### config.mk
export PLATFORM = sky130hd
export DESIGN_NAME = mpx_readout_seq
export DESIGN_NICKNAME = d
export VERILOG_FILES = /design/src/rtl/mpx_readout_pkg.sv /design/src/rtl/mpx_readout_seq_clk_gen.sv /design/src/rtl/mpx_readout_seq.sv
export SDC_FILE = /design/constraint.sdc
export NUM_CORES = 1
export LEC_CHECK = 0
export ABC_AREA = 1
export CAP_MARGIN = 15
export CORE_ASPECT_RATIO = 2
export CORE_UTILIZATION = 48
export CTS_CLUSTER_DIAMETER = 120
export DETAILED_ROUTE_END_ITERATION = 7
export DONT_BUFFER_PORTS = 1
export SYNTH_ARGS = -nofsm -noshare
export SYNTH_HDL_FRONTEND = slang
export SYNTH_SLANG_ARGS = --single-unit
### constraint.sdc
create_clock -name clk -period 3.2 [get_ports clk]
set_input_delay 0.64 -clock clk [delete_from_list [all_inputs] [get_ports clk]]
set_output_delay 0.64 -clock clk [all_outputs]
set_load 0.05 [all_outputs]
### src/rtl/mpx_readout_pkg.sv
// Shared types and register map for the Medipix readout sequencer.
// Optional IRQ support is enabled with the MPX_READOUT_IRQ_EN macro.
package mpx_readout_pkg;

    typedef enum logic [2:0] {
        IDLE,
        ARM,
        SHIFT,
        DRAIN,
        DONE
    } state_t;

    localparam logic [1:0] ADDR_CTRL   = 2'd0;
    localparam logic [1:0] ADDR_LEN    = 2'd1;
    localparam logic [1:0] ADDR_STATUS = 2'd2;
    localparam logic [1:0] ADDR_COUNT  = 2'd3;

    localparam int CTRL_START_BIT    = 0;
    localparam int CTRL_ABORT_BIT    = 1;
    localparam int STAT_BUSY_BIT     = 0;
    localparam int STAT_DONE_BIT     = 1;
    localparam int STAT_TIMEOUT_BIT  = 2;
    localparam int STAT_IRQ_MASK_BIT = 8;

endpackage

### src/rtl/mpx_readout_seq_clk_gen.sv
// Readout clock divider: mpx_clk toggles every CLK_DIV cycles while enabled,
// starting low; rise/fall strobe the cycle before the corresponding edge.
module mpx_clk_gen #(
    parameter int CLK_DIV = 4
) (
    input  logic clk,
    input  logic reset_n,
    input  logic enable,
    input  logic clear,
    output logic mpx_clk,
    output logic rise,
    output logic fall
);

    localparam int DIV_W = (CLK_DIV > 1) ? $clog2(CLK_DIV) : 1;

    logic [DIV_W-1:0] div_cnt_reg;
    logic             tick;

    assign tick = enable && (div_cnt_reg == DIV_W'(CLK_DIV - 1));
    assign rise = tick && !mpx_clk && !clear;
    assign fall = tick &&  mpx_clk && !clear;

    always_ff @(posedge clk or negedge reset_n) begin
        if (!reset_n) begin
            div_cnt_reg <= '0;
            mpx_clk     <= 1'b0;
        end else if (!enable || clear) begin
            div_cnt_reg <= '0;
            mpx_clk     <= 1'b0;
        end else if (tick) begin
            div_cnt_reg <= '0;
            mpx_clk     <= !mpx_clk;
        end else begin
            div_cnt_reg <= div_cnt_reg + DIV_W'(1);
        end
    end

endmodule

### src/rtl/mpx_readout_seq.sv
// Medipix readout sequencer with Avalon-MM control; drives chip_busy to the PIO.
// Define MPX_READOUT_IRQ_EN to add the irq output and STATUS bit8 irq mask.
module mpx_readout_seq
    import mpx_readout_pkg::*;
#(
    parameter int CLK_DIV        = 4,
    parameter int SETUP_CYCLES   = 8,
    parameter int TIMEOUT_CYCLES = 1048576,
    parameter int LEN_W          = 24
) (
    input  logic        clk,
    input  logic        reset_n,
    input  logic [1:0]  address,
    input  logic        chipselect,
    input  logic        write_n,
    input  logic [31:0] writedata,
    output logic [31:0] readdata,
    input  logic        mpx_eot_in,
    output logic        mpx_enable,
    output logic        mpx_clk_out,
    output logic        chip_busy,
`ifdef MPX_READOUT_IRQ_EN
    output logic        irq,
`endif
    output logic        done_pulse
);

    localparam int TMO_W   = $clog2(TIMEOUT_CYCLES + 1);
    localparam int SETUP_W = (SETUP_CYCLES > 1) ? $clog2(SETUP_CYCLES) : 1;

    state_t             state_reg;
    logic [LEN_W-1:0]   len_reg;
    logic [LEN_W-1:0]   count_reg;
    logic [TMO_W-1:0]   tmo_cnt_reg;
    logic [SETUP_W-1:0] setup_cnt_reg;
    logic               done_reg;
    logic               timeout_reg;
    logic               eot_meta_reg;
    logic               eot_sync_reg;
    logic [31:0]        rd_next;

    logic wr_en, wr_ctrl, wr_len, wr_status;
    logic start_req, abort_req, abort_hit, tmo_hit;
    logic clk_rise, clk_fall;
    logic unused_wdata;

    assign wr_en     = chipselect && !write_n;
    assign wr_ctrl   = wr_en && (address == ADDR_CTRL);
    assign wr_len    = wr_en && (address == ADDR_LEN);
    assign wr_status = wr_en && (address == ADDR_STATUS);
    assign start_req = wr_ctrl && writedata[CTRL_START_BIT];
    assign abort_req = wr_ctrl && writedata[CTRL_ABORT_BIT];
    assign abort_hit = abort_req && (state_reg != IDLE);
    assign tmo_hit   = ((state_reg == SHIFT) || (state_reg == DRAIN)) &&
                       (tmo_cnt_reg == TMO_W'(TIMEOUT_CYCLES - 1));
    assign unused_wdata = ^writedata;

    // Stopping the divider on abort/timeout lets mpx_clk_out fall on the same edge as the FSM.
    mpx_clk_gen #(
        .CLK_DIV (CLK_DIV)
    ) u_clk_gen (
        .clk     (clk),
        .reset_n (reset_n),
        .enable  (state_reg == SHIFT),
        .clear   (abort_hit || tmo_hit),
        .mpx_clk (mpx_clk_out),
        .rise    (clk_rise),
        .fall    (clk_fall)
    );

    always_ff @(posedge clk or negedge reset_n) begin
        if (!reset_n) begin
            eot_meta_reg <= 1'b0;
            eot_sync_reg <= 1'b0;
        end else begin
            eot_meta_reg <= mpx_eot_in;
            eot_sync_reg <= eot_meta_reg;
        end
    end

    // The in-flight frame compares against len_reg, so it is frozen while busy.
    always_ff @(posedge clk or negedge reset_n) begin
        if (!reset_n) begin
            len_reg <= '0;
        end else if (wr_len && !chip_busy) begin
            len_reg <= writedata[LEN_W-1:0];
        end
    end

    always_ff @(posedge clk or negedge reset_n) begin
        if (!reset_n) begin
            state_reg     <= IDLE;
            count_reg     <= '0;
            tmo_cnt_reg   <= '0;
            setup_cnt_reg <= '0;
            done_reg      <= 1'b0;
            timeout_reg   <= 1'b0;
            mpx_enable    <= 1'b0;
            chip_busy     <= 1'b0;
            done_pulse    <= 1'b0;
        end else begin
            done_pulse <= 1'b0;
            if ((state_reg == SHIFT) || (state_reg == DRAIN)) begin
                tmo_cnt_reg <= tmo_cnt_reg + TMO_W'(1);
            end
            if (wr_status) begin
                done_reg    <= 1'b0;
                timeout_reg <= 1'b0;
            end
            if (abort_hit) begin
                state_reg  <= IDLE;
                mpx_enable <= 1'b0;
                chip_busy  <= 1'b0;
            end else if (tmo_hit) begin
                state_reg   <= IDLE;
                mpx_enable  <= 1'b0;
                chip_busy   <= 1'b0;
                timeout_reg <= 1'b1;
            end else begin
                case (state_reg)
                    IDLE: begin
                        if (start_req && !abort_req && (len_reg != '0)) begin
                            state_reg     <= ARM;
                            mpx_enable    <= 1'b1;
                            chip_busy     <= 1'b1;
                            count_reg     <= '0;
                            done_reg      <= 1'b0;
                            timeout_reg   <= 1'b0;
                            setup_cnt_reg <= '0;
                            tmo_cnt_reg   <= '0;
                        end
                    end
                    ARM: begin
                        if (setup_cnt_reg == SETUP_W'(SETUP_CYCLES - 1)) begin
                            state_reg <= SHIFT;
                        end else begin
                            setup_cnt_reg <= setup_cnt_reg + SETUP_W'(1);
                        end
                    end
                    SHIFT: begin
                        if (clk_rise) begin
                            count_reg <= count_reg + LEN_W'(1);
                        end
                        if (clk_fall && (count_reg == len_reg)) begin
                            state_reg <= DRAIN;
                        end
                    end
                    DRAIN: begin
                        if (eot_sync_reg) begin
                            state_reg  <= DONE;
                            done_pulse <= 1'b1;
                            done_reg   <= 1'b1;
                            mpx_enable <= 1'b0;
                            chip_busy  <= 1'b0;
                        end
                    end
                    DONE: begin
                        state_reg <= IDLE;
                    end
                    default: begin
                        state_reg <= IDLE;
                    end
                endcase
            end
        end
    end

`ifdef MPX_READOUT_IRQ_EN
    logic irq_mask_reg;

    always_ff @(posedge clk or negedge reset_n) begin
        if (!reset_n) begin
            irq_mask_reg <= 1'b0;
        end else if (wr_status) begin
            irq_mask_reg <= writedata[STAT_IRQ_MASK_BIT];
        end
    end

    assign irq = irq_mask_reg && (done_reg || timeout_reg);
`endif

    always_comb begin
        rd_next = '0;
        case (address)
            ADDR_LEN: begin
                rd_next[LEN_W-1:0] = len_reg;
            end
            ADDR_STATUS: begin
                rd_next[STAT_BUSY_BIT]    = chip_busy;
                rd_next[STAT_DONE_BIT]    = done_reg;
                rd_next[STAT_TIMEOUT_BIT] = timeout_reg;
`ifdef MPX_READOUT_IRQ_EN
                rd_next[STAT_IRQ_MASK_BIT] = irq_mask_reg;
`endif
            end
            ADDR_COUNT: begin
                rd_next[LEN_W-1:0] = count_reg;
            end
            default: begin
                rd_next = '0;
            end
        endcase
    end

    always_ff @(posedge clk or negedge reset_n) begin
        if (!reset_n) begin
            readdata <= '0;
        end else begin
            readdata <= rd_next;
        end
    end

endmodule
Word level (Yosys, flattened, before mapping):

Cells that the tools add are included.

* memories: 0
* register bits after elaboration: 108
* memory bits (writable): 0
* memory bits (read-only): 0
* latch bits: 0
* word-level logic and storage cells: 119

* shift operators: 0
* multiplexer cells: 44
* equal/unequal tests: 17
* order comparisons: 0
* $add $sub $neg: 4
* reduce and logical (&&, ||, !) cells: 38
* multiply operators: 0
* divide/modulo/power cells: 0
* bitwise logic cells: 2

Operator list (count)
* $mux 21: 5
* $mux 24: 2
* $pmux 24 s2: 1
* $pmux 21 s2: 1
* $add 24x1->24 const B: 1
* $eq 24x24->1: 1
* $mux 3: 8
* $reduce_bool 24->1: 1
* $add 21x1->21 const B: 1
* $eq 21x20->1 const B: 1
* $mux 1: 20
* $logic_and 1x1->1: 17
* $ne 4x4->1 const B: 4
* $pmux 3 s4: 1
* $reduce_and 5->1: 2
* $pmux 3 s3: 1
* $eq 2x2->1 const B: 3
* $eq 3x2->1 const B: 2
* $logic_not 1->1: 6
* $ne 2x2->1 const B: 3
* $pmux 3 s2: 1
* $reduce_bool 2->1: 3
* $mux 2: 2
* $pmux 1 s2: 2
* other kinds (13): 16

Depth between registers and ports, before layout:

* word-level depth: 13
* depth in mapped cells: 13
* gate-level depth less buffers: 13

By module:

A second synthesis with hierarchy kept.

* cell total of the unflattened synthesis: 730
* area total of the unflattened synthesis: 5703.0 um^2

Modules (own cells, without submodules)
* mpx_readout_seq: seq. area each 2627.5 um^2, area each 5556.6 um^2, times used 1, cells an instance 713
* mpx_clk_gen: seq. area each 75.1 um^2, area each 146.4 um^2, times used 1, cells an instance 17

Worst setup path before layout:

OpenSTA, ideal clock, no wires.

* path type: input-to-reg
* start point: input port address[0]
* end point: register count_reg[4]
* cell stages on the path: 12
* arrival time: 1.766 ns
* data required time: 3.077 ns
* setup slack: 1.310 ns
* setup time: 0.123 ns
* cells stage by stage: buf_6 -> nor2_2 -> nand3_1 -> nor2_1 -> nand2_2 -> nand2_2 -> inv_1 -> nor2_8 -> nand2_8 -> buf_6 -> nand2_1 -> o21ai_2

* longest elaborated chain between the ends: 9
* elaborated cells between the ends (all ways): 15
* classes of those cells: eq/ne (2); bitwise (1); reduce/logical (12)

Ends and longest elaborated chain
* start: declaration: line mpx_readout_seq.sv:13 `input logic [1:0] address,`
* $logic_not 2->1 (*): line mpx_readout_seq.sv:48 `assign wr_ctrl = wr_en && (address == ADDR_CTRL);`
* $logic_and 1x1->1 (*): line mpx_readout_seq.sv:48
* $logic_and 1x1->1: line mpx_readout_seq.sv:52 `assign abort_req = wr_ctrl && writedata[CTRL_ABORT_BIT];`
* $logic_and 1x1->1: line mpx_readout_seq.sv:53 `assign abort_hit = abort_req && (state_reg != IDLE);`
* $logic_or 1x1->1: line mpx_readout_seq.sv:65 `.clear (abort_hit || tmo_hit),`
* $logic_not 1->1: line mpx_readout_seq_clk_gen.sv:21 `assign rise = tick && !mpx_clk && !clear;`
* $logic_and 1x1->1: line mpx_readout_seq_clk_gen.sv:21
* $ne 2x2->1 (no line)
* $reduce_and 5->1 (no line) (*)
* end signal: assignment: line mpx_readout_seq.sv:142 `count_reg <= count_reg + LEN_W'(1);`
* end: declaration: line mpx_readout_seq.sv:33 `logic [LEN_W-1:0] count_reg;`

Mark *: on every way between the ends. The rest lies on a longest branch, timed or not.
A chain may end at the register's enable or synchronous reset.

Final worst setup path:

* start point: register state_reg[0]
* end point: register count_reg[11]

* longest elaborated chain between the ends: 8
* elaborated cells between the ends (all ways): 19
* classes of those cells: eq/ne (4); mux (1); bitwise (2); reduce/logical (12)

Ends and longest elaborated chain
* start: declaration: line mpx_readout_seq.sv:31 `state_t state_reg;`
* start signal: assignment: line mpx_readout_seq.sv:92 `state_reg <= IDLE;`
* start signal: assignment: line mpx_readout_seq.sv:111 `state_reg <= IDLE;`
* start signal: assignment: line mpx_readout_seq.sv:115 `state_reg <= IDLE;`
* $eq 3x2->1, on equally long branches: line mpx_readout_seq.sv:54, mpx_readout_seq.sv:64, mpx_readout_seq.sv:120
* $logic_or 1x1->1: line mpx_readout_seq.sv:54 `assign tmo_hit = ((state_reg == SHIFT) || (state_reg == DRAIN)) &&`
* $logic_and 1x1->1: line mpx_readout_seq.sv:54
* $logic_or 1x1->1: line mpx_readout_seq.sv:65
* $logic_not 1->1: line mpx_readout_seq_clk_gen.sv:21
* $logic_and 1x1->1: line mpx_readout_seq_clk_gen.sv:21
* $ne 2x2->1 (no line)
* $reduce_and 5->1 (no line)

Parallel ways exist; a longest one is shown, timed or not.

==> summary.txt <==
Worst setup path
  – CP startpoint kind: register
  – Crit. End Element: register
  – Worst-path fanout max: 45
  – Worst EP arrival: roughly 2700 ps
  – Ordered list of cells on the worst path: nor2_2, nand2_1, nand2_2, nand3_2, nand3_2, nor2_8, nand2_8, nand2_1, o21ai_2
  – CP required: 3430 ps
  – Crit Path Class: register to register
  – Slowest CP cell: dfrtp_1
  – CP peak stage delay: ~440 ps
  – Worst Reg-to-Reg Cells: 9

Timing
  – Fin crit period: around 2400 ps
  – Endpoints failing hold: 0
  – Final setup violation count: 0
  – Final Worst Setup Slack: 754 ps
  – Final setup TNS: 0 ps
  – Worst slew pin tran: ~910 ps
  – Crit share post-route: 0.764
  – Max Freq: 409 MHz
  – Clk_skew: ~16 ps
  – RSZ-0062 raised after global routing: false
  – Max_slew headroom: 0.390
  – Final count of pins violating max slew: 0

Layout
  – Area delta synth->final: 5.81%
  – Layout fillers: roughly 1200
  – Layout cell share with drive strength beyond 1: 0.0969
  – Post-layout util: 0.522
  – Register area: between 2000 and 3000 µm²
  – N_diodes: 0
  – Final #Nets: roughly 800
  – Multi-input logic area: between 2000 and 3000 µm²

GRT
  – Most Used Layer, Global Route: met2
  – Met2 usage: 0.475
  – Initial antenna violation count: 0
  – Global-route wire length before repair: roughly 26 mm
  – Met1 Usage GRT: 0.267
  – Met3 Use GR: 0.0466
  – Vias in the first global route: roughly 5100
  – GRT overflow: 0
  – Largest net degree at the start of global routing: 109
  – GRT Util Overall: 0.271

Die
  – Core Area: ~12000 µm²
  – Die H: 160 µm
  – Row cnt: 57
  – Die width: between 80 and 90 µm
  – Initial Utilization: 0.493
  – Boundary Pins: 75
  – Die ar.: 13000 µm²

Yosys
  – Synth Warn #: 0
  – Synth Area per Inst: 7.67 µm²
  – Yosys cell types: 43
  – Register bit count reported by yosys: around 110
  – EDFF count, synth: 0
  – Synth top area share: 0.449
  – Synth area leader: dfrtp_1
  – Synth area leaders: dfrtp_1 (45%), nand2_1 (13%), inv_1 (6.7%)
  – Sequential fraction of the synthesis area: 0.449
  – FFs w/ async S/R, synth: 1.00
  – Cell area after synthesis: 6010 µm²
  – Post-Syn Instances: 784
  – Synth Flop Type: dfrtp_1

Detailed routing
  – Drt initial violations: between 200 and 300
  – Total number of vias: approximately 5100
  – Vias per cell: between 5 and 6
  – Drt drc: 0
  – Avg WL per Cell: approximately 18 µm
  – Routed Antenna Nets: 0
  – Drt pass-1 iters: 5
  – Total Routed Length: approximately 16 mm

CTS
  – Worst-skew pair later-pin latency: about 360 ps
  – CTS sink cnt: between 100 and 150
  – Clock buffer depth: 2
  – Post-CTS Setup Inserts: 0
  – Reg clk slew, reported paths: approximately 80 ps
  – Clock Tree Root: clkbuf_16
  – CTS tree: built
  – CTS HTree Levels: 3
  – CTS Buf Count: 9
  – # resized after CTS: 0

Outcome
  – Outcome: completed

Place
  – Placer Congestion: approximately 0.92
  – Port bufs: 0
  – Post-DP HPWL: around 12 mm
  – Post-Place Worst Slack: 762 ps

Power and ir drop
  – Max rail drop VDD: roughly 470 µV
  – LEAKAGE: 3.02 nW
  – Cell Pwr Density: 660 nW/µm²

Job
  – Total of max-cap violations: 0

Hold path
  – Worst min path class: input port to async pin
-- cell families (layout without fill, tap and decap cells) --
kind of cell,after synthesis,in the layout,share of synthesized area
and+or+nand+nor,411,411,0.302
adders and majority gates,5,5,0.0104
DFF,108,108,0.449
xor gates and xnor gates,14,14,0.0204
other,1,8,0.000624
AOI/OAI and AO/OA,102,102,0.105
muxes,5,5,0.00936
buffers and inverters,138,131,0.102
-- cell type report --
type / instances / area share
clock buffer: 10 / 0.0360
clock inverter: 6 / 0.00905
inverter: 111 / 0.0655
multi-input combinational: 545 / 0.428
sequential: 108 / 0.425
tap: 147 / 0.0289
timing repair buffer: 4 / 0.00787
-- report_power, final --
part	switching [mW]	internal (mW)	total [mW]	leakage [nW]
clock	0.541	0.546	1.09	0.138
sequential	0.347	1.59	1.94	1.38
combinational	0.834	0.342	1.18	1.50
total	1.72	2.48	4.20	3.02
-- path summary, 6_finish.rpt --
kind,from,end,slack [ps]
hold reg to reg,eot_meta_reg,eot_sync_reg,350
max in group asynchronous,reset_n,len_reg[0],2570
min in group clk,mpx_eot_in,eot_meta_reg,310
hold / removal,reset_n,setup_cnt_reg[0],230
setup reg to reg,state_reg[0],count_reg[11],750
setup / recovery,state_reg[0],count_reg[11],750
-- timing repair --
action / CTS / global route
endpoints found under the setup margin: 0 / 0
hold buffers: 1 / 0
hold endpoints to repair: 108 / 0
-- stage by stage --
| step | total power [mW] | instance area, µm² | hold slack [ps] | cells |
|---|---|---|---|---|
| 2_1_floorplan | 2.95 | 6040 | 331 | 791 |
| 3_3_place_gp | 3.07 | 6050 | 335 | 914 |
| 3_5_place_dp | 3.11 | 6050 | 340 | 914 |
| 4_1_cts | 4.22 | 6360 | 258 | 931 |
| 5_1_grt | 4.44 | 6360 | 271 | 931 |
| 6_report | 4.20 | 6360 | 235 | 931 |
-- cell usage after synthesis, types with 3 or more instances --
cell	number
nand2_1	209
dfrtp_1	108
inv_1	107
nor2_1	97
nand3_1	43
o21ai_0	29
a21oi_1	26
o21ai_2	20
nor3_1	18
o22ai_1	16
nand4_1	11
buf_4	9
xor2_1	9
nor2_2	8
clkbuf_1	6
ha_1	5
mux2_2	5
o211ai_1	5
xnor2_1	5
buf_2	4
buf_6	4
inv_2	4
nand2_2	4
nand3_2	4
nor3_2	4
o221ai_1	3
-- per-layer routing --
metal / part of all wire / wire, µm / up-vias
met5: 0 / 0 / -
met4: 0.081 / 1320 / 0
met3: 0.041 / 677 / 56
met2: 0.54 / 8860 / 161
met1: 0.34 / 5470 / 2386
li1: - / - / 2461
-- worst max-delay path, delay by kind of cell (launching register included) --
kind,cells,cell delay [ps]
AO/OA/AOI/OAI,1,60
flip-flops,1,440
AND/OR/NAND/NOR,8,1790
-- cells in the final DEF, fill, tap and decap left out, types with 2 or more instances in the layout --
master       n
conb_1       8
nand3_2      4
o21ai_1      2
nor3_2       4
inv_6        2
nor3_1      18
o211ai_1     5
inv_2        4
xor2_1       9
o221ai_1     3
or2_2        2
o21ai_2     20
nor2_1      97
nor3b_1      2
nor2_2       8
inv_1      107
dfrtp_1    108
o22ai_1     16
nand2_1    209
nand2_2      4
nand3_1     43
o21ai_0     29
xnor2_1      5
clkbuf_16    9
a21oi_1     26
nand4_1     11
ha_1         5
buf_4        3
mux2_2       5
(Power assumes the default switching activity.)
